File: src/rtl/mc_defs_pkg.sv
//------------------------------------------------------------------------------
// mc_defs : shared definitions for the multi-cycle MIPS control unit
//           (ALU codes, opcode/funct codes, state encodings, mux selects)
// Revision: 1.0
//------------------------------------------------------------------------------
`default_nettype none

package mc_defs;

  localparam int         PC_INC    = 4;
  localparam logic [3:0] RST_STATE = 4'd0;

  localparam logic [3:0] ALU_NOP  = 4'b0000;
  localparam logic [3:0] ALU_ADD  = 4'b0001;
  localparam logic [3:0] ALU_SUB  = 4'b0010;
  localparam logic [3:0] ALU_AND  = 4'b0011;
  localparam logic [3:0] ALU_OR   = 4'b0100;
  localparam logic [3:0] ALU_NOR  = 4'b0110;
  localparam logic [3:0] ALU_SLT  = 4'b0111;
  localparam logic [3:0] ALU_SLTU = 4'b1000;
  localparam logic [3:0] ALU_ADDU = 4'b1001;
  localparam logic [3:0] ALU_SUBU = 4'b1010;
  localparam logic [3:0] ALU_SLL  = 4'b1011;
  localparam logic [3:0] ALU_LUI  = 4'b1100;
  localparam logic [3:0] ALU_SRL  = 4'b1101;

  localparam logic [5:0] OP_RTYPE = 6'b000000;
  localparam logic [5:0] OP_J     = 6'b000010;
  localparam logic [5:0] OP_JAL   = 6'b000011;
  localparam logic [5:0] OP_BEQ   = 6'b000100;
  localparam logic [5:0] OP_BNE   = 6'b000101;
  localparam logic [5:0] OP_ADDI  = 6'b001000;
  localparam logic [5:0] OP_SLTI  = 6'b001010;
  localparam logic [5:0] OP_ANDI  = 6'b001100;
  localparam logic [5:0] OP_ORI   = 6'b001101;
  localparam logic [5:0] OP_LUI   = 6'b001111;
  localparam logic [5:0] OP_LW    = 6'b100011;
  localparam logic [5:0] OP_SW    = 6'b101011;

  localparam logic [5:0] FUNCT_SLL  = 6'b000000;
  localparam logic [5:0] FUNCT_SRL  = 6'b000010;
  localparam logic [5:0] FUNCT_SLLV = 6'b000100;
  localparam logic [5:0] FUNCT_SRLV = 6'b000110;
  localparam logic [5:0] FUNCT_JR   = 6'b001000;
  localparam logic [5:0] FUNCT_ADD  = 6'b100000;
  localparam logic [5:0] FUNCT_ADDU = 6'b100001;
  localparam logic [5:0] FUNCT_SUB  = 6'b100010;
  localparam logic [5:0] FUNCT_SUBU = 6'b100011;
  localparam logic [5:0] FUNCT_AND  = 6'b100100;
  localparam logic [5:0] FUNCT_OR   = 6'b100101;
  localparam logic [5:0] FUNCT_NOR  = 6'b100111;
  localparam logic [5:0] FUNCT_SLT  = 6'b101010;
  localparam logic [5:0] FUNCT_SLTU = 6'b101011;

  typedef enum logic [3:0] {
    S_FETCH    = RST_STATE,
    S_DECODE   = 4'd1,
    S_EXE_R    = 4'd2,
    S_EXE_I    = 4'd3,
    S_WB_ALU   = 4'd4,
    S_MEM_ADDR = 4'd5,
    S_MEM_RD   = 4'd6,
    S_MEM_WB   = 4'd7,
    S_MEM_WR   = 4'd8,
    S_BRANCH   = 4'd9,
    S_JUMP     = 4'd10,
    S_JR       = 4'd11
  } state_t;

  localparam logic [1:0] SRCA_PC      = 2'b00;
  localparam logic [1:0] SRCA_REGA    = 2'b01;
  localparam logic [1:0] SRCA_SHAMT   = 2'b10;
  localparam logic [1:0] SRCB_REGB    = 2'b00;
  localparam logic [1:0] SRCB_FOUR    = 2'b01;
  localparam logic [1:0] SRCB_IMM     = 2'b10;
  localparam logic [1:0] SRCB_IMM_SH2 = 2'b11;
  localparam logic [1:0] PCS_ALU      = 2'b00;
  localparam logic [1:0] PCS_ALUOUT   = 2'b01;
  localparam logic [1:0] PCS_JUMP     = 2'b10;
  localparam logic [1:0] PCS_REGA     = 2'b11;
  localparam logic [1:0] DST_RT       = 2'b00;
  localparam logic [1:0] DST_RD       = 2'b01;
  localparam logic [1:0] DST_RA       = 2'b10;
  localparam logic [1:0] WD_ALUOUT    = 2'b00;
  localparam logic [1:0] WD_MDR       = 2'b01;
  localparam logic [1:0] WD_PC        = 2'b10;

endpackage

`default_nettype wire

File: src/rtl/mc_ctrl_alu_dec.sv
//------------------------------------------------------------------------------
// alu_dec : combinational Op/Funct decode to ALU opcode, extension mode,
//           A-operand select, destination-is-rd flag and illegal flag
// Revision: 1.0
//------------------------------------------------------------------------------
`default_nettype none

module alu_dec
  import mc_defs::*;
(
  input  logic [5:0] i_op,
  input  logic [5:0] i_funct,
  output logic [3:0] o_aluop,
  output logic       o_extop,
  output logic [1:0] o_srca,
  output logic       o_dst_rd,
  output logic       o_illegal
);

  always_comb begin
    o_aluop   = ALU_NOP;
    o_extop   = 1'b0;
    o_srca    = SRCA_REGA;
    o_dst_rd  = 1'b0;
    o_illegal = 1'b0;
    case (i_op)
      OP_RTYPE: begin
        o_dst_rd = 1'b1;
        case (i_funct)
          FUNCT_ADD:  o_aluop = ALU_ADD;
          FUNCT_ADDU: o_aluop = ALU_ADDU;
          FUNCT_SUB:  o_aluop = ALU_SUB;
          FUNCT_SUBU: o_aluop = ALU_SUBU;
          FUNCT_AND:  o_aluop = ALU_AND;
          FUNCT_OR:   o_aluop = ALU_OR;
          FUNCT_NOR:  o_aluop = ALU_NOR;
          FUNCT_SLT:  o_aluop = ALU_SLT;
          FUNCT_SLTU: o_aluop = ALU_SLTU;
          // Immediate shifts take the shift amount from IR[10:6].
          FUNCT_SLL: begin
            o_aluop = ALU_SLL;
            o_srca  = SRCA_SHAMT;
          end
          FUNCT_SRL: begin
            o_aluop = ALU_SRL;
            o_srca  = SRCA_SHAMT;
          end
          FUNCT_SLLV: o_aluop = ALU_SLL;
          FUNCT_SRLV: o_aluop = ALU_SRL;
          FUNCT_JR:   o_aluop = ALU_NOP;
          default:    o_illegal = 1'b1;
        endcase
      end
      OP_ADDI: begin
        o_aluop = ALU_ADD;
        o_extop = 1'b1;
      end
      OP_ANDI: o_aluop = ALU_AND;
      OP_ORI:  o_aluop = ALU_OR;
      OP_SLTI: begin
        o_aluop = ALU_SLT;
        o_extop = 1'b1;
      end
      OP_LUI:  o_aluop = ALU_LUI;
      OP_LW, OP_SW: begin
        o_aluop = ALU_ADD;
        o_extop = 1'b1;
      end
      OP_BEQ, OP_BNE: o_aluop = ALU_SUB;
      OP_J, OP_JAL: begin
        o_aluop = ALU_NOP;
      end
      default: o_illegal = 1'b1;
    endcase
  end

endmodule

`default_nettype wire

File: src/rtl/mc_ctrl.sv
//------------------------------------------------------------------------------
// mc_ctrl : multi-cycle MIPS control unit; sequences FETCH/DECODE/EXECUTE/
//           MEMORY/WRITEBACK and drives all datapath enables and selects
// Revision: 1.0
//------------------------------------------------------------------------------
`default_nettype none

module mc_ctrl
  import mc_defs::*;
(
  input  logic       clk,
  input  logic       rst,
  input  logic [5:0] Op,
  input  logic [5:0] Funct,
  input  logic       Zero,
  output logic [3:0] ALUop,
  output logic [1:0] ALUSrcA,
  output logic [1:0] ALUSrcB,
  output logic       EXTOp,
  output logic       IorD,
  output logic       MemWrite,
  output logic       IRWrite,
  output logic       PCWrite,
  output logic [1:0] PCSource,
  output logic       RegWrite,
  output logic [1:0] RegDst,
  output logic [1:0] WDSel,
  output logic       illegal,
  output logic [3:0] state
);

  state_t     r_state;
  logic       r_dst_rd;
  logic [3:0] w_aluop;
  logic       w_extop;
  logic [1:0] w_srca;
  logic       w_dst_rd;
  logic       w_illegal;

  alu_dec u_alu_dec (
    .i_op      (Op),
    .i_funct   (Funct),
    .o_aluop   (w_aluop),
    .o_extop   (w_extop),
    .o_srca    (w_srca),
    .o_dst_rd  (w_dst_rd),
    .o_illegal (w_illegal)
  );

  always_ff @(posedge clk or posedge rst) begin
    if (rst) begin
      r_state  <= S_FETCH;
      r_dst_rd <= 1'b0;
    end else begin
      case (r_state)
        S_FETCH: r_state <= S_DECODE;
        S_DECODE: begin
          r_dst_rd <= w_dst_rd;
          if (w_illegal) begin
            r_state <= S_FETCH;
          end else begin
            case (Op)
              OP_RTYPE: r_state <= (Funct == FUNCT_JR) ? S_JR : S_EXE_R;
              OP_LW, OP_SW: r_state <= S_MEM_ADDR;
              OP_ADDI, OP_ANDI, OP_ORI, OP_SLTI, OP_LUI: r_state <= S_EXE_I;
              OP_BEQ, OP_BNE: r_state <= S_BRANCH;
              OP_J, OP_JAL: r_state <= S_JUMP;
              default: r_state <= S_FETCH;
            endcase
          end
        end
        S_EXE_R, S_EXE_I: r_state <= S_WB_ALU;
        S_MEM_ADDR: r_state <= (Op == OP_LW) ? S_MEM_RD : S_MEM_WR;
        S_MEM_RD: r_state <= S_MEM_WB;
        default: r_state <= S_FETCH;
      endcase
    end
  end

  assign state = r_state;

  // Outputs are forced idle while rst is held so FETCH strobes cannot fire.
  always_comb begin
    ALUop    = ALU_NOP;
    ALUSrcA  = SRCA_PC;
    ALUSrcB  = SRCB_REGB;
    EXTOp    = 1'b0;
    IorD     = 1'b0;
    MemWrite = 1'b0;
    IRWrite  = 1'b0;
    PCWrite  = 1'b0;
    PCSource = PCS_ALU;
    RegWrite = 1'b0;
    RegDst   = DST_RT;
    WDSel    = WD_ALUOUT;
    illegal  = 1'b0;
    if (!rst) begin
      case (r_state)
        S_FETCH: begin
          IRWrite = 1'b1;
          ALUSrcB = SRCB_FOUR;
          ALUop   = ALU_ADD;
          PCWrite = 1'b1;
        end
        S_DECODE: begin
          ALUSrcB = SRCB_IMM_SH2;
          EXTOp   = 1'b1;
          ALUop   = ALU_ADD;
          illegal = w_illegal;
        end
        S_EXE_R: begin
          ALUop   = w_aluop;
          ALUSrcA = w_srca;
        end
        S_EXE_I: begin
          ALUop   = w_aluop;
          EXTOp   = w_extop;
          ALUSrcA = SRCA_REGA;
          ALUSrcB = SRCB_IMM;
        end
        S_WB_ALU: begin
          RegWrite = 1'b1;
          RegDst   = r_dst_rd ? DST_RD : DST_RT;
        end
        S_MEM_ADDR: begin
          ALUSrcA = SRCA_REGA;
          ALUSrcB = SRCB_IMM;
          EXTOp   = 1'b1;
          ALUop   = ALU_ADD;
        end
        S_MEM_RD: IorD = 1'b1;
        S_MEM_WB: begin
          RegWrite = 1'b1;
          WDSel    = WD_MDR;
        end
        S_MEM_WR: begin
          IorD     = 1'b1;
          MemWrite = 1'b1;
        end
        S_BRANCH: begin
          ALUSrcA  = SRCA_REGA;
          ALUop    = ALU_SUB;
          PCSource = PCS_ALUOUT;
          PCWrite  = (Op == OP_BEQ) ? Zero : ~Zero;
        end
        S_JUMP: begin
          PCSource = PCS_JUMP;
          PCWrite  = 1'b1;
          if (Op == OP_JAL) begin
            RegWrite = 1'b1;
            RegDst   = DST_RA;
            WDSel    = WD_PC;
          end
        end
        S_JR: begin
          PCSource = PCS_REGA;
          PCWrite  = 1'b1;
        end
        default: ;
      endcase
    end
  end

endmodule

`default_nettype wire

File: config.mk
export PLATFORM = sky130hd
export DESIGN_NAME = mc_ctrl
export DESIGN_NICKNAME = d
export VERILOG_FILES = /design/src/rtl/mc_defs_pkg.sv /design/src/rtl/mc_ctrl_alu_dec.sv /design/src/rtl/mc_ctrl.sv
export SDC_FILE = /design/constraint.sdc
export NUM_CORES = 1
export LEC_CHECK = 0
export ABC_AREA = 1
export CORE_MARGIN = 5
export CORE_UTILIZATION = 46
export DETAILED_ROUTE_END_ITERATION = 7
export PLACE_DENSITY = 0.81
export SLEW_MARGIN = 20
export SYNTH_ARGS = -nofsm -noshare
export SYNTH_HDL_FRONTEND = slang
export SYNTH_SLANG_ARGS = --single-unit
File: constraint.sdc
create_clock -name clk -period 4.6 [get_ports clk]
set_input_delay 1.15 -clock clk [delete_from_list [all_inputs] [get_ports clk]]
set_output_delay 1.15 -clock clk [all_outputs]
set_load 0.005 [all_outputs]
==> flow_summary.json <==
{
  "insertedDiodeCount": 0,
  "num_io_pins": 40,
  "ys_async_sr_fraction": 1.00,
  "final_util": 0.713,
  "yosys.cell_types.count": 25,
  "fin_crit_ns": 4.27,
  "synth_top_area_share": 0.195,
  "antenna_found_initial": 0,
  "path_max_fanout": 8,
  "core_sq_um": 2000,
  "slew_violations": 0,
  "finClkSkew_ns": 0.000710,
  "relSlewSlack": 0.761,
  "yosys-top-cells-area": "nand2_1, nor2_1, nand3_1",
  "cp_data_arrival_time_ns": 3.12,
  "cp.required_ns": 3.45,
  "drt_iter0_drc": 63,
  "rr_worst_depth": 7,
  "fmax_mhz": 234,
  "worstSetupStartpointType": "input pin",
  "ir_drop_mv": 0.114,
  "p_total_mw": 0.278,
  "path_cells": "clkdlybuf4s50_1 > nor2_2 > inv_1 > nor2_8 > nand4_1 > nor4_1 > clkdlybuf4s50_1",
  "dp_hpwl_microns": 2540,
  "crit_top_cell": "clkdlybuf4s50_1",
  "leakagePower_nw": 0.724,
  "cts_sinks": 5,
  "syn_to_final_growth_pct": 45.6,
  "tightest_slew_ns": 0.357,
  "grt_pass1_wl_microns": 5240,
  "synthFlopType": "dfrtp_1",
  "seq_area_frac_synth": 0.128,
  "nFillCells": 187,
  "die_w_microns": 56.2,
  "synth_fp_nets": 205,
  "slowest_stage": "clkdlybuf4s50_1",
  "power_density_nw_per_um2": 195,
  "cts_tree": "built",
  "io_buffers": 39,
  "grt_max_degree": 14,
  "synth_top_cell_by_area": "nand2_1",
  "post_cts_resized": 0,
  "dp_slack_ns": 0.363,
  "critical_path_class": "input pin to output port",
  "start_util": 0.489,
  "design_area_sq_um": 1430,
  "fin_tns_setup_ns": 0,
  "clk-insertion-delay-late_ns": 0.25,
  "postCtsSetupBuffers": 0,
  "first_pass_iters": 4,
  "layout.nets": 248,
  "grtUsageTotal": 0.196,
  "netlist_instances": 190,
  "final-hold-violation-count": 0,
  "synth_area_per_cell_sq_um": 5.16,
  "hold_path.class": "flip-flop to flip-flop",
  "dp_cells": 255,
  "synth-edff-count": 0,
  "via_count": 1380,
  "holdWs_ns": 0.535,
  "critPathMaxStageDelay_ns": 0.56,
  "drc_errors": 0,
  "clockBufferDepth": 2,
  "stdcell_count": 259,
  "finalWorstSetupSlack_ns": 0.329,
  "ctsHoldBuffers": 0,
  "wl_microns": 3050,
  "status": "completed",
  "place_area_sq_um": 1400,
  "ys_seq_elements": 5,
  "wl_per_cell_microns": 11.8,
  "drive_gt1_frac": 0.0647,
  "min_delay_path_depth": 2,
  "setup_viol": 0,
  "ant_nets": 0,
  "cts_max_level": 1,
  "die-area_sq_um": 3150,
  "grt_pass1_vias": 1252,
  "grt_setup_unrepaired": "no",
  "clk_pin_slew_ns": 0.04,
  "cap_viol_max_count": 0,
  "via_per_inst": 5.33,
  "syn_area_sq_um": 980,
  "end_kind": "output port",
  "period_share": 0.928,
  "overflow": 0,
  "synth-warning-count": 0,
  "rows": 16,
  "die_h_microns": 56.2,
  "root_buffer": "clkbuf_4",
  "cts_buffers": 3,
  "gp_congestion": 0.931
}
## logic make-up after synthesis
logic type	count (synthesis)	synth area share
and+or+nand+nor	136	0.644
buffers and inverters	32	0.126
DFF	5	0.128
AOI/OAI and AO/OA	17	0.102
## power breakdown
part / internal, mW / switching [mW] / total [mW]
combinational: 0.0775 / 0.0865 / 0.164
sequential: 0.0504 / 0.0111 / 0.0615
clock: 0.0329 / 0.0199 / 0.0528
total: 0.161 / 0.118 / 0.278
## synth_stat cells (3+ instances only)
master   number
nor3_1        5
nand3_1      26
a21oi_1       5
dfrtp_1       5
nor2_2        3
inv_1        27
nor2_1       37
inv_2         3
o21ai_0       5
nand4_1       6
nand2_1      51
## cell usage in the layout (no fill, tap or decap), types with 5 or more instances in the layout
cell type and count:
dfrtp_1 5, inv_1 27, nand2_1 51, nand3_1 26, nor3_1 5, o21ai_0 5
clkdlybuf4s50_1 39, nor2_1 37, a21oi_1 5, nand4_1 6
## sequential cells by signal (all words and copies together), names as in the netlist
register and count:
r_dst_rd 1, state 4
## cell type report
| cell class | instances | area (sq um) | area share |
|---|---|---|---|
| multi-input cells | 153 | 731 | 0.512 |
| repair buffers | 40 | 398 | 0.279 |
| inverters | 30 | 113 | 0.0789 |
| well taps | 27 | 33.8 | 0.0237 |
| clock buffers | 4 | 26.3 | 0.0184 |
| flip-flops and latches | 5 | 125 | 0.0877 |
## worst max-delay path: cells and delay by family
kind,cells,cell delay [ns]
buffers and inverters,3,1.19
AND/OR/NAND/NOR,4,0.78
## routing by layer
layer	share of wire	vias to the layer above	global-route usage
li1	-	704	-
met1	0.43	625	0.253
met2	0.48	47	0.342
met3	0.074	4	0.0278
met4	0.0092	0	0.0407
met5	0	-	0
## worst paths after layout
check | slack, ns | end | start
min in group asynchronous | 1.20 | state[1]$_DFF_PP0_ | rst
min | 0.54 | r_dst_rd$_DFFE_PP0P_ | r_dst_rd$_DFFE_PP0P_
min reg2reg | 0.54 | r_dst_rd$_DFFE_PP0P_ | r_dst_rd$_DFFE_PP0P_
max in group asynchronous | 3.15 | state[2]$_DFF_PP0_ | rst
max reg2reg | 3.14 | state[2]$_DFF_PP0_ | state[1]$_DFF_PP0_
max | 0.33 | ALUSrcA[1] | Op[3]
(Power assumes the default switching activity.)
